**src/rtl/clk_step_ctrl_if.sv**
```systemverilog
// Board-facing bundle for clk_step_ctrl: switch and pushbutton inputs,
// processor clock/strobe outputs, LED and state visibility.
interface clk_step_ctrl_if #(
    parameter int LED_W = 4
);
    logic             mode_slow;  // async switch: 0 = fast tap, 1 = slow tap
    logic             run;        // async switch: 1 = free-run, 0 = halt / step
    logic             step_n;     // raw pushbutton, active-low, bouncy
    logic             divclock;   // registered processor clock
    logic             clk_en;     // one-cycle strobe on every divclock rise
    logic [LED_W-1:0] LEDR;       // counter MSBs
    logic [1:0]       state_o;    // 00 HALT, 01 RUN, 10 STEP_HI, 11 STEP_LO

    // Board / bench side: drives switches and button, observes the outputs.
    modport master (
        output mode_slow, run, step_n,
        input  divclock, clk_en, LEDR, state_o
    );

    // Controller side.
    modport slave (
        input  mode_slow, run, step_n,
        output divclock, clk_en, LEDR, state_o
    );
endinterface

```
**src/rtl/clk_step_ctrl.sv**
```systemverilog
// Processor clock controller for board bring-up. A free-running counter
// feeds the LEDs and supplies two divclock taps (fast / slow). The core
// clock can free-run, halt, or advance one step per debounced button press.
// clk_en is a one-cycle strobe that coincides with every divclock rise.
module clk_step_ctrl #(
    parameter int CNT_W       = 28,
    parameter int FAST_BIT    = 5,
    parameter int SLOW_BIT    = 22,
    parameter int LED_W       = 4,
    parameter int DBNC_CYCLES = 1000000,
    parameter int DBNC_W      = 20,
    parameter int STEP_LEN    = 32
) (
    input  logic           CLOCK_50,
    input  logic           reset_n,
    clk_step_ctrl_if.slave bus
);

    typedef enum logic [1:0] {
        ST_HALT    = 2'b00,
        ST_RUN     = 2'b01,
        ST_STEP_HI = 2'b10,
        ST_STEP_LO = 2'b11
    } state_t;

    localparam int                STEP_W    = $clog2(STEP_LEN + 1);
    localparam logic [STEP_W-1:0] STEP_LAST = STEP_W'(STEP_LEN - 1);
    localparam logic [DBNC_W-1:0] DBNC_LAST = DBNC_W'(DBNC_CYCLES - 1);

    // Free-running counter
    logic [CNT_W-1:0]  count_q;
    logic [CNT_W-1:0]  count_d;

    // Two-stage synchronisers: [0] first stage, [1] synchronised output
    logic [1:0]        mode_sync_q;
    logic [1:0]        run_sync_q;
    logic [1:0]        step_sync_q;
    logic              mode_slow_s;
    logic              run_s;
    logic              step_s;

    // Debouncer
    logic              stable_q;
    logic              stable_d;
    logic [DBNC_W-1:0] dbnc_cnt_q;
    logic [DBNC_W-1:0] dbnc_cnt_d;
    logic              press;

    // Clock FSM
    state_t            state_q;
    logic              divclock_q;
    logic              clk_en_q;
    logic [STEP_W-1:0] step_cnt_q;
    logic              tap;

    assign count_d     = count_q + CNT_W'(1);
    assign mode_slow_s = mode_sync_q[1];
    assign run_s       = run_sync_q[1];
    assign step_s      = step_sync_q[1];

    // A mode change is seen by the next tap sample; no glitch filtering is
    // needed because divclock is re-registered from the tap.
    assign tap = mode_slow_s ? count_q[SLOW_BIT] : count_q[FAST_BIT];

    // Counter runs in every state and wraps naturally at 2^CNT_W.
    // NOTE: sequential state uses non-blocking (<=) so every register samples
    // the pre-edge values of the others, independent of statement order.
    always_ff @(posedge CLOCK_50 or negedge reset_n) begin
        if (!reset_n) begin
            count_q <= '0;
        end else begin
            count_q <= count_d;
        end
    end

    // Bring the async switches and button into the CLOCK_50 domain.
    // step_n idles high, so its stages reset to 1 to avoid a false press.
    always_ff @(posedge CLOCK_50 or negedge reset_n) begin
        if (!reset_n) begin
            mode_sync_q <= 2'b00;
            run_sync_q  <= 2'b00;
            step_sync_q <= 2'b11;
        end else begin
            mode_sync_q <= {mode_sync_q[0], bus.mode_slow};
            run_sync_q  <= {run_sync_q[0],  bus.run};
            step_sync_q <= {step_sync_q[0], bus.step_n};
        end
    end

    // Debounce next-state: accept a new button level only after it has been
    // held for DBNC_CYCLES consecutive cycles; any return to the accepted
    // level restarts the count. press fires on the cycle stable falls.
    // NOTE: every always_comb output gets a default first so no path through
    // the block leaves a variable unassigned (which would infer a latch).
    always_comb begin
        dbnc_cnt_d = '0;
        stable_d   = stable_q;
        press      = 1'b0;
        if (step_s != stable_q) begin
            if (dbnc_cnt_q == DBNC_LAST) begin
                stable_d = step_s;
                press    = ~step_s;
            end else begin
                dbnc_cnt_d = dbnc_cnt_q + DBNC_W'(1);
            end
        end
    end

    // Debounce state registers.
    always_ff @(posedge CLOCK_50 or negedge reset_n) begin
        if (!reset_n) begin
            stable_q   <= 1'b1;
            dbnc_cnt_q <= '0;
        end else begin
            stable_q   <= stable_d;
            dbnc_cnt_q <= dbnc_cnt_d;
        end
    end

    // Clock FSM with registered divclock / clk_en. Leaving HALT or RUN is
    // only decided while divclock is low, so a high phase is never cut short.
    // A manual step always runs to completion regardless of run_s.
    always_ff @(posedge CLOCK_50 or negedge reset_n) begin
        if (!reset_n) begin
            state_q    <= ST_HALT;
            divclock_q <= 1'b0;
            clk_en_q   <= 1'b0;
            step_cnt_q <= '0;
        end else begin
            clk_en_q <= 1'b0;
            unique case (state_q)
                ST_HALT: begin
                    divclock_q <= 1'b0;
                    // run has priority; a press with run_s=1 is dropped.
                    if (run_s) begin
                        if (!tap) begin
                            state_q <= ST_RUN;
                        end
                    end else if (press) begin
                        state_q    <= ST_STEP_HI;
                        divclock_q <= 1'b1;
                        clk_en_q   <= 1'b1;
                        step_cnt_q <= '0;
                    end
                end

                ST_RUN: begin
                    divclock_q <= tap;
                    clk_en_q   <= tap & ~divclock_q;
                    if (!run_s && !divclock_q && !tap) begin
                        state_q <= ST_HALT;
                    end
                end

                ST_STEP_HI: begin
                    if (step_cnt_q == STEP_LAST) begin
                        state_q    <= ST_STEP_LO;
                        divclock_q <= 1'b0;
                        step_cnt_q <= '0;
                    end else begin
                        step_cnt_q <= step_cnt_q + STEP_W'(1);
                    end
                end

                ST_STEP_LO: begin
                    divclock_q <= 1'b0;
                    if (step_cnt_q == STEP_LAST) begin
                        state_q    <= ST_HALT;
                        step_cnt_q <= '0;
                    end else begin
                        step_cnt_q <= step_cnt_q + STEP_W'(1);
                    end
                end

                default: begin
                    state_q    <= ST_HALT;
                    divclock_q <= 1'b0;
                end
            endcase
        end
    end

    assign bus.divclock = divclock_q;
    assign bus.clk_en   = clk_en_q;
    assign bus.LEDR     = count_q[CNT_W-1 -: LED_W];
    assign bus.state_o  = state_q;

endmodule

```
**src/flat_wrapper.sv**
```systemverilog
// flat-port wrapper written by rule: the top's interface ports become plain ports
module clk_step_ctrl_flat 
#(
    parameter int CNT_W       = 28,
    parameter int FAST_BIT    = 5,
    parameter int SLOW_BIT    = 22,
    parameter int LED_W       = 4,
    parameter int DBNC_CYCLES = 1000000,
    parameter int DBNC_W      = 20,
    parameter int STEP_LEN    = 32
)
  (CLOCK_50, reset_n, bus_mode_slow, bus_run, bus_step_n, bus_divclock, bus_clk_en, bus_LEDR, bus_state_o);
  clk_step_ctrl_if #(.LED_W(LED_W)) bus_i ();
  input  logic CLOCK_50;
  input  logic reset_n;
  input wire logic [$bits(bus_i.mode_slow)-1:0] bus_mode_slow;
  input wire logic [$bits(bus_i.run)-1:0] bus_run;
  input wire logic [$bits(bus_i.step_n)-1:0] bus_step_n;
  output wire logic [$bits(bus_i.divclock)-1:0] bus_divclock;
  output wire logic [$bits(bus_i.clk_en)-1:0] bus_clk_en;
  output wire logic [$bits(bus_i.LEDR)-1:0] bus_LEDR;
  output wire logic [$bits(bus_i.state_o)-1:0] bus_state_o;
  assign bus_i.mode_slow = bus_mode_slow;
  assign bus_i.run = bus_run;
  assign bus_i.step_n = bus_step_n;
  assign bus_divclock = bus_i.divclock;
  assign bus_clk_en = bus_i.clk_en;
  assign bus_LEDR = bus_i.LEDR;
  assign bus_state_o = bus_i.state_o;
  clk_step_ctrl #(.CNT_W(CNT_W), .FAST_BIT(FAST_BIT), .SLOW_BIT(SLOW_BIT), .LED_W(LED_W), .DBNC_CYCLES(DBNC_CYCLES), .DBNC_W(DBNC_W), .STEP_LEN(STEP_LEN)) u_core (.CLOCK_50(CLOCK_50), .reset_n(reset_n), .bus(bus_i));
endmodule
```
**config.mk**
```make
export PLATFORM = sky130hd
export DESIGN_NAME = clk_step_ctrl_flat
export DESIGN_NICKNAME = d
export VERILOG_FILES = /design/src/rtl/clk_step_ctrl_if.sv /design/src/rtl/clk_step_ctrl.sv /design/src/flat_wrapper.sv
export SDC_FILE = /design/constraint.sdc
export NUM_CORES = 1
export LEC_CHECK = 0
export CAP_MARGIN = 25
export CORE_MARGIN = 3
export CORE_UTILIZATION = 25
export CTS_CLUSTER_SIZE = 12
export DETAILED_ROUTE_END_ITERATION = 12
export GPL_TIMING_DRIVEN = 0
export PLACE_DENSITY = 0.53
export SLEW_MARGIN = 40
export SYNTH_ARGS = -nofsm -noshare
export SYNTH_HDL_FRONTEND = slang
export SYNTH_SLANG_ARGS = --single-unit
export TNS_END_PERCENT = 10
```
**constraint.sdc**
```tcl
create_clock -name CLOCK_50 -period 2 [get_ports CLOCK_50]
set_input_delay 0.2 -clock CLOCK_50 [delete_from_list [all_inputs] [get_ports CLOCK_50]]
set_output_delay 0.2 -clock CLOCK_50 [all_outputs]
set_load 0.1 [all_outputs]
```
==> metrics.cfg <==
[floorplan]
ioPinCount=13
die_w_um=116.0
core-area_um2=11610
row_count=39
initial_core_util_pct=26.05
die-area_um2=13460
die_h_um=116.0

[global_routing]
grtUsageMet2_pct=13.69
antenna_found_initial=0
grt_util_met1_pct=12.22
grt_busiest_layer=met2
grt_max_degree=35
grt_use_met3_pct=3.603
grt_pass1_vias=2037
grt_first_pass_wirelength_um=9811
gr-usage-all-layers_pct=9.173
gr-total-overflow=0

[cts]
cts_root_buf=clkbuf_16
cts.path.max_buffers=2
clk_pin_slew_ns=0.05
clk_latency_ns=0.32
h-tree-depth=3
cts_tree=built
cts.sinks=65
cts_buffers=9

[drt]
firstDrtPassIters=4
drc_errors=0
viasPerCell=4.605
drt_first_iter_violations=94
wl_um=5410
ant_nets=0
vias=2063
routedWlPerCell_um=12.08

[pwr]
power_uw=3016
power.density_nw_per_um2=818.0
p_leak_uw=0.001589
peakVddDrop_uv=397.9

[synthesis]
ys_ff_latch=65
syn_nets=281
synth_area_um2=3025
netlist_instances=273
synth_cell_type_count=44
yosys_warnings=0
synthesis.area_per_instance_um2=11.08
ys_seq_area_share_pct=53.89

[setup_path]
cp-endpoint=u_core.dbnc_cnt_q[14]
reg2regPathDepth=6
path_max_fanout=10
reg2reg_slack_ns=0.09
crit_type=reg -> reg
path_depth=6
worst-endpoint-arrival_ns=2.12
start_kind=flip-flop
required_ns=2.21
cpMaxStageDelayCell=or4_4
path_cells=ha_4, nand3_4, or4_4, o21ai_4, buf_6, nor2_1
r2r-end=u_core.dbnc_cnt_q[14]
r2r_start=u_core.dbnc_cnt_q[1]
crit_path_start=u_core.dbnc_cnt_q[1]
cp_top_family=simple AND/OR/NAND/NOR gates
cp_num_buf_inv=1
slowest_delay_ns=0.62
crit_path_end_kind=flip-flop

[final_layout]
area_growth_syn_to_layout_pct=21.88
n_antenna_cell=0
fin_area_um2=3687
drive_gt1_share_pct=16.07
num-nets-final=308

[timing]
relSlewSlack_pct=63.72
period_share_pct=95.67
hold_violations=0
holdWs_ns=0.3121
fmax_mhz=522.7
setup_viol=0
finClkSkew_ns=0.004381
period_needed_ns=1.913
slew_viol_final=0
worst_pin_slew_ns=0.5392
rsz0062_at_grt=true

[placement]
placed_cell_area_um2=3306
gp_congestion=0.7381
io_buffers=12
dp_hpwl_um=3693

[min_path]
min_from=bus_step_n
holdCritPathClass=in -> reg

[job]
max_cap_viol_count=0

[run_status]
status=finished, final reports clean

## cells by family (layout without fill, tap and decap cells)
kind of cell	count (synthesis)	count (layout)	share of synthesized area, %
multiplexers	3	3	1.034
XOR/XNOR	46	46	13.32
AO/OA/AOI/OAI	20	20	4.880
buffers and inverters	13	45	2.357
flip-flops	65	65	53.89
AND/OR/NAND/NOR	123	123	23.28
adder cells (fa/ha/maj)	3	3	1.241
## Yosys cell counts, drive strengths merged
master	count	share of area (%)
nor2	26	3.2
nor4b	3	0.87
ha	3	1.2
mux2	1	0.37
dfstp	3	2.6
or4	4	1.4
o21ai	6	1.4
o311ai	1	0.29
nand3	25	4.3
or3b	1	0.29
dfrtp	62	51
o32ai	1	0.29
inv	5	0.62
xor2	15	4.3
nand2	20	2.5
nand2b	7	1.4
a21oi	4	0.79
and3	6	1.2
o31a	1	0.29
clkbuf	3	0.37
and4	5	1.5
o31ai	2	0.50
o21ba	1	0.33
a221oi	1	0.29
xnor2	31	9.0
nor3	7	1.5
nand4	13	3.4
mux2i	2	0.66
a21o	1	0.25
o22ai	1	0.21
buf	5	1.4
o2bb2ai	1	0.29
nor4	6	1.7
## timing repair
action	CTS	global route
setup buffers	2	0
hold endpoints to repair	32	0
pin swaps	2	0
hold buffers	1	0
setup endpoints to repair	29	28
gates resized for setup	4	3
## per-stage QoR
stage	setup slack, ns	instances	utilization, %	setup TNS (ns)
4_1_cts	0.01563	448	31.58	0
6_report	0.08668	448	31.75	0
3_5_place_dp	-0.1863	429	28.46	-3.023
2_1_floorplan	0.1007	273	-	0
5_1_grt	-0.01539	448	31.75	-0.02958
3_3_place_gp	-1.523	428	28.63	-99.01
## worst min path at each step
stage | to | slack [ns] | depth (start not counted)
after global placement | u_core.mode_sync_q[1] | 0.34 | 0
after CTS | u_core.step_sync_q[0] | 0.31 | 1
after global routing | u_core.step_sync_q[0] | 0.30 | 1
after floorplan | u_core.bus.clk_en | -0.1 | 0
final | u_core.step_sync_q[0] | 0.31 | 1
after detailed placement | u_core.dbnc_cnt_q[10] | 0.11 | 1
## placed cells by master (no fill, tap or decap), types with 3 or more instances in the layout
cell / netlist / final
dfrtp_1: 62 / 61
nand3_1: 24 / 24
or4_4: 3 / 3
nor4b_1: 3 / 3
a21oi_1: 3 / 3
clkbuf_1: 3 / 6
o21ai_1: 3 / 3
buf_2: 0 / 8
and4_1: 4 / 4
nand2b_1: 7 / 7
and3_1: 6 / 6
xnor2_1: 31 / 31
clkbuf_16: 0 / 9
xor2_1: 15 / 15
nor2_1: 26 / 25
nand2_1: 20 / 20
buf_4: 4 / 4
nor3_1: 6 / 6
nand4_1: 11 / 11
nor4_1: 4 / 4
dfstp_2: 3 / 3
clkdlybuf4s50_1: 0 / 3
inv_1: 5 / 5
buf_12: 0 / 3
## layer usage
metal	part of all wire [%]	routed length [um]
met1	49	2660
met2	45	2456
met3	3.7	198
met4	1.8	95
met5	0	0
## cell type report
class,instances,area (um^2)
timing repair buffer,16,151.4
buffer,8,52.55
clock buffer,13,250.2
sequential,65,1632
inverter,5,18.77
fill,1185,7926
tap,143,178.9
multi-input combinational,195,1364
clock inverter,3,40.04
## state kept, by name, indices dropped and copies added, names as in the netlist
signal and count:
u_core.bus.clk_en 1, u_core.bus.divclock 1, u_core.bus.state_o 2, u_core.count_q 28
u_core.dbnc_cnt_q 20, u_core.mode_sync_q 2, u_core.run_sync_q 2, u_core.stable_q 1
u_core.step_cnt_q 6, u_core.step_sync_q 2
## report_power, final
| part | total [uW] | leakage [uW] | internal (uW) | switching [uW] |
|---|---|---|---|---|
| sequential | 1350 | 0.000866 | 1340 | 16.9 |
| combinational | 135 | 0.000579 | 39.2 | 95.4 |
| clock | 1530 | 0.000144 | 995 | 535 |
Power figures use the tool's default switching activity.
